==> src/rtl/fetch_unit_pkg.sv <==
// ============================================================================
// fetch_unit_pkg : word width, opcode field, reset PC and shared fetch types
// Revision       : 1.0
// ============================================================================
`default_nettype none

package fetch_unit_pkg;

  localparam int unsigned WORD_W  = 16;
  localparam int unsigned OPC_MSB = 15;
  localparam int unsigned OPC_LSB = 12;

  localparam logic [WORD_W-1:0] RESET_PC_DEFAULT = 16'h0000;

  typedef logic [WORD_W-1:0] word_t;

  typedef enum logic [0:0] {
    ST_RUN   = 1'b0,
    ST_DRAIN = 1'b1
  } fetch_state_e;

  typedef struct packed {
    word_t pc;
    word_t instr;
  } fetch_entry_t;

  function automatic logic [OPC_MSB-OPC_LSB:0] opcode_of(input word_t instr);
    return instr[OPC_MSB:OPC_LSB];
  endfunction

endpackage

`default_nettype wire

==> src/rtl/fetch_fifo.sv <==
// ============================================================================
// fetch_fifo : DEPTH x WIDTH synchronous FIFO with flush, full/empty and count
// Revision   : 1.0
// ============================================================================
`default_nettype none

module fetch_fifo #(
  parameter int DEPTH = 2,
  parameter int WIDTH = 32,
  parameter int CNT_W = $clog2(DEPTH + 1)
) (
  input  logic             clk,
  input  logic             rst,
  input  logic             flush_i,
  input  logic             push_i,
  input  logic [WIDTH-1:0] push_data_i,
  input  logic             pop_i,
  output logic [WIDTH-1:0] head_o,
  output logic             full_o,
  output logic             empty_o,
  output logic [CNT_W-1:0] count_o
);

  localparam int AW = (DEPTH > 1) ? $clog2(DEPTH) : 1;
  localparam logic [AW-1:0]    PTR_LAST  = AW'(DEPTH - 1);
  localparam logic [CNT_W-1:0] CNT_FULL  = CNT_W'(DEPTH);

  logic [WIDTH-1:0] mem_q [DEPTH];
  logic [AW-1:0]    wr_q, rd_q;
  logic [CNT_W-1:0] cnt_q;
  logic             do_push, do_pop;

  function automatic logic [AW-1:0] ptr_next(input logic [AW-1:0] p);
    return (p == PTR_LAST) ? '0 : p + AW'(1);
  endfunction

  assign full_o  = (cnt_q == CNT_FULL);
  assign empty_o = (cnt_q == '0);
  assign count_o = cnt_q;
  assign head_o  = mem_q[rd_q];
  assign do_push = push_i && !full_o;
  assign do_pop  = pop_i && !empty_o;

  always_ff @(posedge clk) begin
    if (rst || flush_i) begin
      wr_q  <= '0;
      rd_q  <= '0;
      cnt_q <= '0;
    end else begin
      if (do_push) wr_q <= ptr_next(wr_q);
      if (do_pop)  rd_q <= ptr_next(rd_q);
      cnt_q <= cnt_q + CNT_W'(do_push) - CNT_W'(do_pop);
    end
  end

  // Storage carries no reset; validity is tracked solely by cnt_q.
  always_ff @(posedge clk) begin
    if (do_push && !flush_i && !rst) mem_q[wr_q] <= push_data_i;
  end

  always_ff @(posedge clk) begin
    if (!rst && !flush_i) begin
      assert (!(push_i && full_o));
    end
  end

endmodule

`default_nettype wire

==> src/rtl/fetch_unit.sv <==
// ============================================================================
// fetch_unit : credit-based instruction fetch with in-order memory responses,
//              redirect handling and a drain state for stale responses
// Revision   : 1.0
// ============================================================================
`default_nettype none

module fetch_unit
  import fetch_unit_pkg::*;
#(
  parameter logic [WORD_W-1:0] RESET_PC = RESET_PC_DEFAULT,
  parameter int                DEPTH    = 2
) (
  input  logic              clk,
  input  logic              rst,
  output logic              imem_req_valid,
  input  logic              imem_req_ready,
  output logic [WORD_W-1:0] imem_addr,
  input  logic              imem_rsp_valid,
  input  logic [WORD_W-1:0] imem_rsp_data,
  input  logic              redirect_valid,
  input  logic [WORD_W-1:0] redirect_pc,
  output logic              if_valid,
  input  logic              if_ready,
  output logic [WORD_W-1:0] if_instr,
  output logic [WORD_W-1:0] if_pc,
  output logic [3:0]        if_opcode
);

  localparam int CNT_W = $clog2(DEPTH + 1);
  localparam logic [CNT_W:0]   CREDIT_LIMIT = (CNT_W + 1)'(DEPTH);
  localparam logic [CNT_W-1:0] CNT_ONE      = CNT_W'(1);

  fetch_state_e     state_q, state_d;
  word_t            fetch_pc_q, fetch_pc_d;
  logic [CNT_W-1:0] out_q, out_d;
  logic [CNT_W-1:0] drop_q, drop_d;
  logic [CNT_W-1:0] drop_base;

  fetch_entry_t     push_entry, head_entry;
  logic [CNT_W-1:0] fifo_cnt;
  logic             fifo_full, fifo_empty;
  logic [CNT_W:0]   credit_used;
  logic             pop, push, req_fire;

  assign if_valid   = !rst && !fifo_empty;
  assign if_instr   = head_entry.instr;
  assign if_pc      = head_entry.pc;
  assign if_opcode  = opcode_of(head_entry.instr);

  assign pop  = if_valid && if_ready && !redirect_valid;
  assign push = (state_q == ST_RUN) && imem_rsp_valid && !redirect_valid;

  // A same-cycle pop frees its slot, which keeps a 1-cycle memory streaming.
  assign credit_used    = {1'b0, out_q} + {1'b0, fifo_cnt} - {{CNT_W{1'b0}}, pop};
  assign imem_req_valid = !rst && (state_q == ST_RUN) && !redirect_valid &&
                          !(fifo_full && !pop) && (credit_used < CREDIT_LIMIT);
  assign imem_addr      = fetch_pc_q;
  assign req_fire       = imem_req_valid && imem_req_ready;

  // Outstanding PCs are contiguous, so the oldest one sits out_q behind fetch_pc.
  assign push_entry.pc    = fetch_pc_q - WORD_W'(out_q);
  assign push_entry.instr = imem_rsp_data;

  fetch_fifo #(
    .DEPTH (DEPTH),
    .WIDTH ($bits(fetch_entry_t)),
    .CNT_W (CNT_W)
  ) u_fifo (
    .clk         (clk),
    .rst         (rst),
    .flush_i     (redirect_valid),
    .push_i      (push),
    .push_data_i (push_entry),
    .pop_i       (pop),
    .head_o      (head_entry),
    .full_o      (fifo_full),
    .empty_o     (fifo_empty),
    .count_o     (fifo_cnt)
  );

  always_comb begin
    state_d    = state_q;
    fetch_pc_d = fetch_pc_q;
    out_d      = out_q;
    drop_d     = drop_q;
    drop_base  = (state_q == ST_RUN) ? out_q : drop_q;

    if (redirect_valid) begin
      fetch_pc_d = redirect_pc;
      out_d      = '0;
      drop_d     = (imem_rsp_valid && (drop_base != '0)) ? drop_base - CNT_ONE : drop_base;
      state_d    = (drop_d != '0) ? ST_DRAIN : ST_RUN;
    end else if (state_q == ST_RUN) begin
      if (req_fire) fetch_pc_d = fetch_pc_q + 16'd1;
      out_d = out_q + CNT_W'(req_fire) - CNT_W'(push);
    end else begin
      if (imem_rsp_valid && (drop_q != '0)) drop_d = drop_q - CNT_ONE;
      if (drop_d == '0) state_d = ST_RUN;
    end
  end

  always_ff @(posedge clk) begin
    if (rst) begin
      state_q    <= ST_RUN;
      fetch_pc_q <= RESET_PC;
      out_q      <= '0;
      drop_q     <= '0;
    end else begin
      state_q    <= state_d;
      fetch_pc_q <= fetch_pc_d;
      out_q      <= out_d;
      drop_q     <= drop_d;
    end
  end

endmodule

`default_nettype wire

==> config.mk <==
export PLATFORM = sky130hd
export DESIGN_NAME = fetch_unit
export DESIGN_NICKNAME = d
export VERILOG_FILES = /design/src/rtl/fetch_unit_pkg.sv /design/src/rtl/fetch_fifo.sv /design/src/rtl/fetch_unit.sv
export SDC_FILE = /design/constraint.sdc
export NUM_CORES = 1
export LEC_CHECK = 0
export CORE_MARGIN = 4
export CORE_UTILIZATION = 46
export DETAILED_ROUTE_END_ITERATION = 10
export PLACE_DENSITY = 0.76
export SETUP_SLACK_MARGIN = 0.02
export SYNTH_ARGS = -nofsm -noshare
export SYNTH_HDL_FRONTEND = slang
export SYNTH_SLANG_ARGS = --single-unit
==> constraint.sdc <==
create_clock -name clk -period 4.2 [get_ports clk]
set_clock_uncertainty 0.15 [all_clocks]
set_input_delay 0.84 -clock clk [delete_from_list [all_inputs] [get_ports clk]]
set_output_delay 0.84 -clock clk [all_outputs]
set_load 0.1 [all_outputs]
==> impl_metrics.tcl <==
set metrics [dict create \
    cp.arrival_ps 2990 \
    antenna_cells 0 \
    synth_area_mm2 0.004349 \
    overflow 0 \
    cts.clk_slew.worst_paths_ps 90 \
    cts.path.max_buffers 2 \
    crit_family "simple AND/OR/NAND/NOR gates" \
    dpl-instance-area_mm2 0.005294 \
    use_met3_pct 3.429 \
    yosysSeqAreaShare_pct 56.16 \
    holdCritPathClass "reg2reg" \
    ys_warn_count 0 \
    io_pins 92 \
    cts_root_buf "clkbuf_8" \
    setup_viol 0 \
    grt_use_met2_pct 26.82 \
    slowest_stage "fa_1" \
    fin_area_mm2 0.005513 \
    layout-drive-gt1-share_pct 24.11 \
    clock_latency_ps 350 \
    row_count 35 \
    worst_hold_path.endpoint "u_fifo.rd_q" \
    r2r-start "u_fifo.count_o[0]" \
    min_from "u_fifo.rd_q" \
    reg2regPathDepth 14 \
    syn-instance-count 359 \
    start_kind "input pin" \
    ir_drop_v 0.0001539 \
    rrSetupSlack_ps 830 \
    criticalPathCategory "in2out" \
    grt_pass1_wl_mm 14.81 \
    gp_congestion 0.7722 \
    syn_avg_cell_area_um2 12.11 \
    areaGrowthSynthToFinish_pct 26.75 \
    hold_viol_final 0 \
    reg2reg_to "out_q[1]" \
    ys_seq_elements 90 \
    synthArstFlopShare_pct 0 \
    cts_max_level 3 \
    drv_slew 0 \
    layout_common_cells "edfxtp_1, clkdlybuf4s50_1, buf_4" \
    status "finished, final reports clean" \
    ys_types 51 \
    final.setup.tns_ps 0 \
    grt_use_met1_pct 22.36 \
    grt_max_degree 33 \
    globalRouteTotalUtil_pct 16.56 \
    grt_antenna_before_repair 0 \
    cts_tree "built" \
    synthFlopType "edfxtp_1" \
    crit_buf_inv 2 \
    rsz0062_at_grt "no" \
    cp.required_ps 3210 \
    cts_buffers 9 \
    viasPerCell 5.376 \
    chipWidth_um 105.2 \
    nNetsFinal 494 \
    clock_sinks 90 \
    detail-route-antenna-nets 0 \
    layout_commonest_cell "edfxtp_1" \
    min_period_ps 3984 \
    syn_nets 410 \
    power.density_mw_per_mm2 360.1 \
    hold_depth 2 \
    maxSlewHeadroom_pct 32.93 \
    die_h_um 105.2 \
    crit_path_cell_trace "dlygate4sd2_1 -> nor3b_4 -> nor2b_4 -> ha_4 -> nand2b_4 -> fa_1 -> nor4b_4 -> o211a_1 -> buf_12" \
    worst-slew-pin-transition_ps 1003 \
    leakagePower_nw 1.961 \
    detail_route.wl_per_cell_um 15.90 \
    vias 3102 \
    cap_violations 0 \
    cpPeakStageDelay_ps 520 \
    crit_path_max_fanout 2 \
    top_usage_layer "met2" \
    io_buffers 91 \
    core_region_area_mm2 0.009240 \
    cp-end-kind "primary output" \
    initial_core_util_pct 47.07 \
    die-area_mm2 0.01107 \
    p_total_mw 1.985 \
    dp_hpwl_mm 6.382 \
    firstDrtPassIters 5 \
    remaining_drc_errors 0 \
    grt_pass1_vias 2946 \
    period_share_pct 94.87 \
    dr.first_iter.drc_count 169 \
    synth_edf_count 64 \
    ctsHoldBuffers 0 \
    drt-total-wl_mm 9.175 \
    fmax_ghz 0.2510 \
]
[layer usage]
metal  share of wire [%]  up-vias  routed length, um
met5                   0        -                  0
met1                  43     1466               3953
li1                    -     1511                  -
met2                  49      118               4511
met3                 6.9        7                629
met4                0.88        0                 81
[final cells by class]
class | instances | area, um2
fillers | 755 | 3727
flip-flops and latches | 90 | 2442
multi-input cells | 225 | 1745
repair buffers | 100 | 912.1
well taps | 129 | 161.4
clock buffers | 9 | 123.9
clock inverters | 7 | 63.81
inverters | 17 | 63.81
[metrics by stage]
| stage | hold WS (ps) | std cells | utilization (%) | setup slack (ps) |
|---|---|---|---|---|
| after floorplan | 331.3 | 359 | - | 22.52 |
| after global placement | 350.3 | 561 | 57.29 | -5.519 |
| after detailed placement | 354.8 | 561 | 57.29 | -142.1 |
| final | 374.9 | 577 | 59.66 | 215.6 |
| after CTS | 376.1 | 577 | 59.34 | 29.90 |
| after global routing | 427.4 | 577 | 59.66 | 126.5 |
[power by group]
group,leakage (nW),switching (mW),internal [mW]
clock,0.0930,0.322,0.225
combinational,1.07,0.283,0.131
sequential,0.799,0.0382,0.986
[cell families (layout without fill, tap and decap cells)]
group           Yosys count  count (layout)  synth area share (%)
mux                      36              36                 9.206
compound gates           44              44                 7.681
flops                    90              90                 56.16
simple gates            112             112                 14.24
xor+xnor                 20              20                 4.028
fa+ha+maj                13              13                 4.085
buf+inv                  44             133                 4.603
[worst register-to-register path: stages, from the launching register on]
cell      delay [ps]
dfxtp_1          330
nor2_1           310
nor2b_4           90
ha_4             240
nand2b_4         130
fa_1             520
nor4b_4          210
o2111a_2         260
inv_2             40
ha_1             260
inv_1             40
ha_1             170
xnor2_1          130
or3_1            310
a21oi_1          140
[state kept, by name, indices dropped and copies added, names as in the netlist, named ones only]
name,cells
u_fifo.count_o,2
drop_q,2
u_fifo.mem_q,64
u_fifo.wr_q,1
imem_addr,16
u_fifo.rd_q,1
out_q,2
state_q,1
[worst max-delay path by stage]
| stage | cells after the start | slack [ps] | start | to |
|---|---|---|---|---|
| 2_1_floorplan | 17 | 20 | redirect_valid | out_q[1] |
| 3_3_place_gp | 15 | -6 | rst | out_q[1] |
| 3_5_place_dp | 15 | -140 | rst | out_q[1] |
| 4_1_cts | 9 | 30 | redirect_valid | imem_req_valid |
| 5_1_grt | 9 | 130 | rst | imem_req_valid |
| 6_report | 9 | 220 | rst | imem_req_valid |
[synthesized netlist by cell type, types with 2 or more instances]
master	number	area share (%)
edfxtp_1	64	44
mux2_2	32	8.3
dfxtp_1	26	12
nor2_1	26	2.2
nand2_1	18	1.6
inv_1	16	1.4
clkbuf_1	14	1.2
a311oi_1	13	2.6
xnor2_1	12	2.4
ha_1	11	3.2
nand3_1	11	1.3
or4_1	9	1.6
xor2_1	8	1.6
nor3_1	7	0.81
o31ai_1	7	1.2
or3_1	7	1.0
nand4_1	6	0.86
nor2b_1	5	0.72
o21ai_1	5	0.58
a21oi_1	4	0.46
buf_4	4	0.69
mux2i_1	4	0.92
nand2b_1	4	0.58
nor4_1	4	0.58
a31oi_1	3	0.43
buf_1	3	0.26
buf_2	3	0.35
nor3b_1	3	0.52
or2_2	3	0.43
and3_1	2	0.29
and4_1	2	0.40
buf_6	2	0.52
fa_1	2	0.92
o21ai_0	2	0.23
[repair_timing]
action / in CTS / in global routing
setup buffers: 0 / 0
pin swaps: 1 / 4
endpoints found under the setup margin: 1 / 1
resized for setup: 2 / 5
(Power assumes the default switching activity.)
